`config.mk`:
```
export PLATFORM = sky130hd
export DESIGN_NAME = clb_array
export DESIGN_NICKNAME = d
export VERILOG_FILES = /design/src/rtl/clb_pkg.sv /design/src/rtl/clb_lane.sv /design/src/rtl/clb_array.sv
export SDC_FILE = /design/constraint.sdc
export NUM_CORES = 1
export LEC_CHECK = 0
export CAP_MARGIN = 30
export CORE_MARGIN = 4
export CORE_UTILIZATION = 30
export DETAILED_ROUTE_END_ITERATION = 10
export PLACE_DENSITY_LB_ADDON = 0.3
export RECOVER_POWER = 25
export SLEW_MARGIN = 30
export SYNTH_ARGS = -nofsm -noshare
export SYNTH_HDL_FRONTEND = slang
export SYNTH_HIERARCHICAL = 1
export SYNTH_SLANG_ARGS = --single-unit
```
`constraint.sdc`:
```
create_clock -name clk -period 1.96 [get_ports clk]
set_input_delay 0.392 -clock clk [delete_from_list [all_inputs] [get_ports clk]]
set_output_delay 0.392 -clock clk [all_outputs]
set_load 0.03 [all_outputs]
```
`src/rtl/clb_pkg.sv`:
```
// ----------------------------------------------------------------------------
// clb_pkg
// Shared definitions for the clb_array configurable logic block.
//   - LANE_CFG_W and the bit positions of every field in a lane config word
//   - en_sel_e : flip-flop enable source encoding
//   - lane_cfg_t : packed view of one lane's configuration word
//   - to_lane_cfg() : unpacks a raw lane word into lane_cfg_t
// ----------------------------------------------------------------------------
package clb_pkg;

    localparam int LANE_CFG_W  = 24;

    localparam int FF_INIT_BIT = 23;
    localparam int OUT_SEL_HI  = 22;
    localparam int OUT_SEL_LO  = 19;
    localparam int LUT_SEL_BIT = 18;
    localparam int EN_SEL_HI   = 17;
    localparam int EN_SEL_LO   = 16;
    localparam int LUT_HI      = 15;
    localparam int LUT_LO      = 0;

    typedef enum logic [1:0] {
        EN_LEFT  = 2'b00,
        EN_RIGHT = 2'b01,
        EN_ONE   = 2'b10,
        EN_UP    = 2'b11
    } en_sel_e;

    // out_sel bit order is {up, down, right, left}.
    typedef struct packed {
        logic        ff_init;
        logic [3:0]  out_sel;
        logic        lut_sel;
        en_sel_e     en_sel;
        logic [15:0] lut;
    } lane_cfg_t;

    function automatic lane_cfg_t to_lane_cfg(input logic [LANE_CFG_W-1:0] raw);
        lane_cfg_t c;
        c.ff_init = raw[FF_INIT_BIT];
        c.out_sel = raw[OUT_SEL_HI:OUT_SEL_LO];
        c.lut_sel = raw[LUT_SEL_BIT];
        c.en_sel  = en_sel_e'(raw[EN_SEL_HI:EN_SEL_LO]);
        c.lut     = raw[LUT_HI:LUT_LO];
        return c;
    endfunction

endpackage

```
`src/rtl/clb_lane.sv`:
```
// ----------------------------------------------------------------------------
// clb_lane
// One slice of the CLB: 16-entry LUT, enable-gated flip-flop, four side muxes.
// Ports:
//   clk, rst_n         : clock, synchronous active-low reset
//   i_cfg              : active lane configuration
//   i_configured       : active configuration valid (else pass-through, FF holds)
//   i_commit_load      : commit this cycle; FF loads i_init_val
//   i_init_val         : value the FF takes on commit
//   i_up/down/right/left : side inputs (also the LUT address)
//   o_up/down/right/left : side outputs
// ----------------------------------------------------------------------------
module clb_lane
    import clb_pkg::*;
(
    input  logic      clk,
    input  logic      rst_n,
    input  lane_cfg_t i_cfg,
    input  logic      i_configured,
    input  logic      i_commit_load,
    input  logic      i_init_val,
    input  logic      i_up,
    input  logic      i_down,
    input  logic      i_right,
    input  logic      i_left,
    output logic      o_up,
    output logic      o_down,
    output logic      o_right,
    output logic      o_left
);

    logic [3:0] w_addr;
    logic [3:0] w_out_sel;
    logic       w_lut_out;
    logic       w_en;
    logic       w_sig;
    logic       r_ff_q;
    logic       w_unused;

    // The commit-time FF value arrives separately on i_init_val, so the
    // stored ff_init field is intentionally not consumed here.
    assign w_unused = i_cfg.ff_init;

    // Address 15 reads lut[0]: the LUT word is stored MSB-first.
    assign w_addr    = {i_up, i_down, i_right, i_left};
    assign w_lut_out = i_cfg.lut[4'd15 - w_addr];

    // NOTE: default assignment before the case keeps this purely combinational.
    always_comb begin
        w_en = 1'b0;
        case (i_cfg.en_sel)
            EN_LEFT:  w_en = i_left;
            EN_RIGHT: w_en = i_right;
            EN_ONE:   w_en = 1'b1;
            EN_UP:    w_en = i_up;
            default:  w_en = 1'b0;
        endcase
    end

    // NOTE: state is written with non-blocking assignments only.
    always_ff @(posedge clk) begin
        if (!rst_n) begin
            r_ff_q <= 1'b0;
        end else if (i_commit_load) begin
            r_ff_q <= i_init_val;
        end else if (i_configured && w_en) begin
            r_ff_q <= w_lut_out;
        end
    end

    assign w_sig     = i_cfg.lut_sel ? w_lut_out : r_ff_q;
    assign w_out_sel = i_configured ? i_cfg.out_sel : 4'b0000;

    assign o_up    = w_out_sel[3] ? w_sig : i_down;
    assign o_down  = w_out_sel[2] ? w_sig : i_up;
    assign o_right = w_out_sel[1] ? w_sig : i_left;
    assign o_left  = w_out_sel[0] ? w_sig : i_right;

endmodule

```
`src/rtl/clb_array.sv`:
```
// ----------------------------------------------------------------------------
// clb_array
// LANES-wide configurable logic block with serial, daisy-chainable config.
// Bits shift into a shadow register; a commit copies shadow to the active
// copy atomically once exactly CFG_W bits (or more) have been shifted.
// Ports:
//   clk, rst_n                 : clock, synchronous active-low reset
//   up_i/down_i/right_i/left_i : per-side fabric inputs, LANES bits
//   up_o/down_o/right_o/left_o : per-side fabric outputs, LANES bits
//   cfg_shift_en, cfg_sdi      : serial configuration shift
//   cfg_sdo                    : shadow MSB, to the next tile's cfg_sdi
//   cfg_commit                 : request shadow -> active
//   configured                 : active configuration valid
//   cfg_err                    : sticky bad-commit flag, cleared by reset
// Build option CLB_FF_INIT_EN: lane FFs load ff_init (bit 23) on commit;
// otherwise they load 0.
// ----------------------------------------------------------------------------
module clb_array
    import clb_pkg::lane_cfg_t;
    import clb_pkg::to_lane_cfg;
#(
    parameter int LANES      = 1,
    parameter int LANE_CFG_W = clb_pkg::LANE_CFG_W,
    parameter int CFG_W      = LANES * LANE_CFG_W
) (
    input  logic             clk,
    input  logic             rst_n,
    input  logic [LANES-1:0] up_i,
    input  logic [LANES-1:0] down_i,
    input  logic [LANES-1:0] right_i,
    input  logic [LANES-1:0] left_i,
    output logic [LANES-1:0] up_o,
    output logic [LANES-1:0] down_o,
    output logic [LANES-1:0] right_o,
    output logic [LANES-1:0] left_o,
    input  logic             cfg_shift_en,
    input  logic             cfg_sdi,
    output logic             cfg_sdo,
    input  logic             cfg_commit,
    output logic             configured,
    output logic             cfg_err
);

    localparam int               CNT_W    = $clog2(CFG_W + 1);
    localparam logic [CNT_W-1:0] CNT_FULL = CNT_W'(CFG_W);

    logic [CFG_W-1:0] r_shadow;
    logic [CFG_W-1:0] r_active;
    logic [CNT_W-1:0] r_bit_cnt;
    logic             r_configured;
    logic             r_cfg_err;
    logic             w_full;
    logic             w_commit_ok;

    assign w_full      = (r_bit_cnt == CNT_FULL);
    assign w_commit_ok = cfg_commit && w_full;

    // Commit wins over shift: it sees the pre-shift state and the shift is
    // dropped. Any commit that is not clean (short count or a simultaneous
    // shift) raises the sticky error.
    // NOTE: shadow and active are plain flops, so reset wipes them entirely.
    always_ff @(posedge clk) begin
        if (!rst_n) begin
            r_shadow     <= '0;
            r_active     <= '0;
            r_bit_cnt    <= '0;
            r_configured <= 1'b0;
            r_cfg_err    <= 1'b0;
        end else if (cfg_commit) begin
            if (w_full) begin
                r_active     <= r_shadow;
                r_configured <= 1'b1;
                r_bit_cnt    <= '0;
            end
            if (!w_full || cfg_shift_en) begin
                r_cfg_err <= 1'b1;
            end
        end else if (cfg_shift_en) begin
            r_shadow <= {r_shadow[CFG_W-2:0], cfg_sdi};
            if (!w_full) begin
                r_bit_cnt <= r_bit_cnt + CNT_W'(1);
            end
        end
    end

    assign cfg_sdo    = r_shadow[CFG_W-1];
    assign configured = r_configured;
    assign cfg_err    = r_cfg_err;

    for (genvar j = 0; j < LANES; j++) begin : g_lane
        lane_cfg_t w_cfg;
        logic      w_init_val;

        assign w_cfg = to_lane_cfg(r_active[j*LANE_CFG_W +: LANE_CFG_W]);

        // The FF init bit comes from the shadow being committed, not from
        // the outgoing active copy.
`ifdef CLB_FF_INIT_EN
        assign w_init_val = r_shadow[j*LANE_CFG_W + clb_pkg::FF_INIT_BIT];
`else
        assign w_init_val = 1'b0;
`endif

        clb_lane u_lane (
            .clk           (clk),
            .rst_n         (rst_n),
            .i_cfg         (w_cfg),
            .i_configured  (r_configured),
            .i_commit_load (w_commit_ok),
            .i_init_val    (w_init_val),
            .i_up          (up_i[j]),
            .i_down        (down_i[j]),
            .i_right       (right_i[j]),
            .i_left        (left_i[j]),
            .o_up          (up_o[j]),
            .o_down        (down_o[j]),
            .o_right       (right_o[j]),
            .o_left        (left_o[j])
        );
    end

endmodule

```
-- After elaboration in Yosys (flattened, before gate mapping)
Cells that the tools add are included.
- bitwise operators: 2
- reduce and logical (&&, ||, !) cells: 11
- equality and inequality tests: 6
- $add $sub $neg: 2
- mux-type cells: 13
- $lt $le $gt $ge: 1
- operators with widths (cell ; number):
    two-way mux 5 bit ; 4
    two-way mux 1 bit ; 6
    AND reduction 2 bit ; 3
    adder 5 x 1 -> 5 bit (second input constant) ; 1
    equality test 5 bit (second input constant) ; 1
    less-than comparator 4 x 5 -> 1 bit (second input constant) ; 1
    binary-select mux 1 bit (select 4 bit) ; 1
    equality test 2 bit (second input constant) ; 2
    two-way mux 4 bit ; 1
    one-hot mux 1 bit (4 select lines) ; 1
    subtractor 4 bit (first input constant) ; 1
    AND reduction 3 bit ; 1
    equality test 2 x 1 -> 1 bit (second input constant) ; 1
    logical AND 1 bit ; 2
    zero test 2 bit ; 1
    inequality test 2 x 1 -> 1 bit (second input constant) ; 1
    inequality test 2 bit (second input constant) ; 1
    inverter 1 bit ; 2
    nonzero test 2 bit ; 1
    OR reduction 2 bit ; 1
    zero test 1 bit ; 1
    logical OR 1 bit ; 1
- input bits: 9
- output and inout port bits: 7
- logic and storage cells: 41
- register bits: 55

-- Depth between registers and ports, before layout
- depth in word-level cells: 5
- mapped depth: 8
- gate-level depth less buffers: 7

-- Hierarchy
Netlist, hierarchy kept.
- modules (own cells, without submodules) (module ; seq. area each (um^2) ; instances ; cells each ; area each (um^2)):
    clb_array ; 1101.1 ; 1 ; 224 ; 2149.6
    clb_lane ; 20.0 ; 1 ; 31 ; 287.8

-- Worst setup path after synthesis
Ideal clock, no wire load.
- path kind: input port to output port
- from: in left_i
- to: out down_o
- stages on the path: 5
- slack: -0.188 ns
- data arrival time: 1.756 ns
- path buffers: 1
- data required time: 1.568 ns
- path through: buf_6 -> mux4_2 -> a22o_1 -> o21ai_2 -> a41oi_1
- word-level cells in the longest chain between the ends: 5
- RTL lines (element ; line ; source):
    start: declaration ; clb_array.sv:31 ; input logic [LANES-1:0] left_i,
    subtractor 4 bit ; clb_lane.sv:46 ; assign w_lut_out = i_cfg.lut[4'd15 - w_addr];
    binary-select mux 1 bit (select 4 bit) ; clb_lane.sv:46 ;
    two-way mux 1 bit (not written as such) ; clb_lane.sv:46 ;
    two-way mux 1 bit ; clb_lane.sv:71 ; assign w_sig = i_cfg.lut_sel ? w_lut_out : r_ff_q;
    two-way mux 1 bit ; clb_lane.sv:75 ; assign o_down = w_out_sel[2] ? w_sig : i_up;
    end: declaration ; clb_array.sv:33 ; output logic [LANES-1:0] down_o,
Every way passes these cells. The select of a mux whose other input is x is not followed.

-- Worst setup path after layout
- from: reg r_active[0], in the netlist g_lane[0].w_cfg[0]
- to: out up_o
- word-level cells in the longest chain between the ends: 4
- RTL lines (element ; line ; source):
    start: declaration ; clb_array.sv:48 ; logic [CFG_W-1:0] r_active;
    start signal: assignment ; clb_array.sv:71 ; r_active <= r_shadow;
    binary-select mux 1 bit (select 4 bit) ; clb_lane.sv:46 ;
    two-way mux 1 bit (not written as such) ; clb_lane.sv:46 ;
    two-way mux 1 bit ; clb_lane.sv:71 ;
    two-way mux 1 bit ; clb_lane.sv:74 ; assign o_up = w_out_sel[3] ? w_sig : i_down;
    end: declaration ; clb_array.sv:32 ; output logic [LANES-1:0] up_o,
Every way passes these cells. The select of a mux whose other input is x is not followed.

==> parameters.txt <==
Parameter                              Value

Outcome
  Run status ... finished, violations left
  Violations in the final reports ... setup timing

Layout
  Ratio of cells with drive above 1 in the final layout ... 21.3%
  Net count, final ... 307
  Area delta synth->final ... 28.7%
  Final cell area excluding filler cells ... about 3100 µm²
  Antenna diode count ... 0

Floorplan
  Horiz. Die Dim ... 97.5 µm
  Die Span Y ... between 90 and 100 µm
  Number of I/O pins ... 16
  Floorplan row count ... 32
  Core Box Area ... slightly below 8000 µm²
  Initial standard-cell utilization of the core ... 30.9%
  Floorplan die area ... around 9500 µm²

Power and ir drop
  Net load switching power ... 0.428 mW
  Ratio of total power to cell area ... 630 nW/µm²
  Relative contribution of sequential cells to total power ... 57.7%
  Clock share of power ... 34.4%
  Power share of the combinational group ... 8.0%
  Fraction of power spent switching nets ... 22.0%
  Pwr Total ... around 1.9 mW
  P_int ... 1.52 mW
  IR drop worst, VDD ... 248 µV
  Static leakage ... 1.04 nW

Clocking
  Clock Sinks ... 55
  Number of levels in the clock H-tree ... 2
  CTS tree ... done
  Worst skew pair latency ... 0.30 ns
  Clock transition at the registers of the reported paths ... 0.09 ns
  Number of clock buffers inserted by TritonCTS ... 5
  Maximum buffer depth of the clock tree ... 2
  Root cell of the clock tree ... clkbuf_8

STA
  Peak clock frequency supported by timing ... 428 MHz
  Final critical-path setup slack ... -0.374 ns
  Ratio of final minimum period to clock period ... 119%
  Setup repair after global routing missed its margin ... yes
  Tightest Pin Transition ... about 0.58 ns
  Count of endpoints failing setup in the final report ... 6
  Layout Skew ... about 0.0048 ns
  Number of max-slew violations in the final report ... 0
  Post-layout minimum cycle time ... about 2.3 ns
  Number of endpoints with negative hold slack in the final report ... 0
  Relative max-transition margin ... 61.1%

Worst hold path
  Number of instances on the worst hold path ... 2
  Worst hold path class ... flop to flop

Routing
  Initial DRC Count ... 78
  Ratio of routed vias to standard cells ... 4.61
  Drt pass-1 iters ... 4
  Number of nets with antenna violations after routing ... 0
  Vias ... 1,834
  Drt drc ... 0
  Final wirelength ... 4.93 mm
  Per-cell routed wire length ... 12.4 µm

Placement
  Worst-case setup slack after placement ... -1.30 ns
  Total of buffers placed on input and output ports ... 15
  Half-perimeter wire length of the detailed placement result ... 3.52 mm
  Placed Area ... 2950 µm²
  Final weighted congestion in routability-driven placement ... 0.800

Setup path
  Endpoint class of the critical path ... output pin
  Depth of the most critical reg-to-reg path ... 7
  Crit path kind ... flop to output pin
  Arrival time of data at the critical path endpoint ... 1.94 ns
  Minimum setup slack among reg-to-reg paths ... -0.02 ns
  Startpoint class of the critical path ... flop
  Crit path max fanout ... 4
  Data required time at the worst endpoint ... between 1.5 and 2 ns

GRT
  Largest net degree at the start of global routing ... 39
  Initial antenna violation count ... 0
  Total GRT Usage ... 11.2%
  First-pass GRT wire length ... 8.80 mm
  Total grt overflow ... 0
  Number of global-route vias before repair ... 1,868

Logic synthesis
  Mean post-synth cell area ... 9.53 µm²
  Synth Cell Area ... 2400 µm²
  Post-synthesis cell count ... 252
  Mapped Nets ... 264
  Yosys warning count ... 6

Job
  Number of maximum-capacitance violations ... 0
[sequential cells by signal (all words and copies together) (netlist names)]
| register | cells |
|---|---|
| r_shadow | 24 |
| g_lane.w_cfg | 23 |
| r_bit_cnt | 5 |
| cfg_err | 1 |
| configured | 1 |
| g_lane.u_lane/r_ff_q | 1 |
[cell type report]
type | count | area, µm²
Clock buffer | 8 | 100
Fill cell | 761 | 4680
Inverter | 6 | 22.5
Multi-Input combinational cell | 175 | 1290
Sequential cell | 55 | 1100
Tap cell | 102 | 128
Timing Repair Buffer | 52 | 442
[critical path, stage by stage, from the launching register on]
cell     delay, ns
dfxtp_2       0.33
mux4_2        0.46
a22o_1        0.28
o21ai_4       0.18
buf_12        0.14
a41oi_4       0.09
buf_6         0.16
[per-layer routing]
metal | global-route usage (%) | vias to the layer above | routed length, µm
met5 | 0 | - | 0
met4 | 4.15 | 0 | 85
met3 | 2.44 | 5 | 131
met2 | 19.2 | 18 | 2390
met1 | 13.7 | 864 | 2330
li1 | - | 947 | -
[through the flow]
stage	hold slack (ns)	TNS, ns	instances	util (%)
2_1_floorplan	0.444	-0.678	252	-
3_3_place_gp	0.457	-5.23	387	38.0
3_5_place_dp	0.465	-5.49	387	38.0
4_1_cts	0.484	-1.56	397	39.7
5_1_grt	0.507	-2.04	398	39.8
6_report	0.475	-1.52	398	39.8
[timing repair]
item	4_1_cts	5_1_grt
pin swaps	7	5
hold buffers	0	0
setup buffers	2	1
resized for setup	37	7
endpoints found under the setup margin	7	10
gates cloned	0	0
[worst paths after layout]
path / startpoint / to
max: g_lane[0].w_cfg[0] / up_o
min: r_shadow[23] / r_shadow[23]
max reg2reg: r_bit_cnt[0] / r_bit_cnt[3]
min reg2reg: r_shadow[23] / r_shadow[23]
[power by group through the flow]
stage / Combinational (mW) / Clock (mW) / Sequential (mW)
2_1_floorplan: 0.0841 / 0 / 1.15
3_3_place_gp: 0.156 / 0 / 1.15
3_5_place_dp: 0.157 / 0 / 1.15
4_1_cts: 0.160 / 0.699 / 1.12
5_1_grt: 0.170 / 0.732 / 1.12
6_report: 0.155 / 0.669 / 1.12
[cells in the final DEF, fill, tap and decap left out, drive strengths merged, types with 2 or more instances in the layout]
master	n
dfxtp	55
nand2	51
dlygate4sd2	2
inv	6
a21oi	9
nand2b	2
buf	38
mux4	4
o31ai	2
clkdlybuf4s50	7
a41oi	4
mux2i	24
a22o	2
o21ai	5
ha	3
clkbuf	12
a21boi	26
or4	2
nor2b	26
nor2	3
Note: power is estimated with default switching activity, not from simulation.
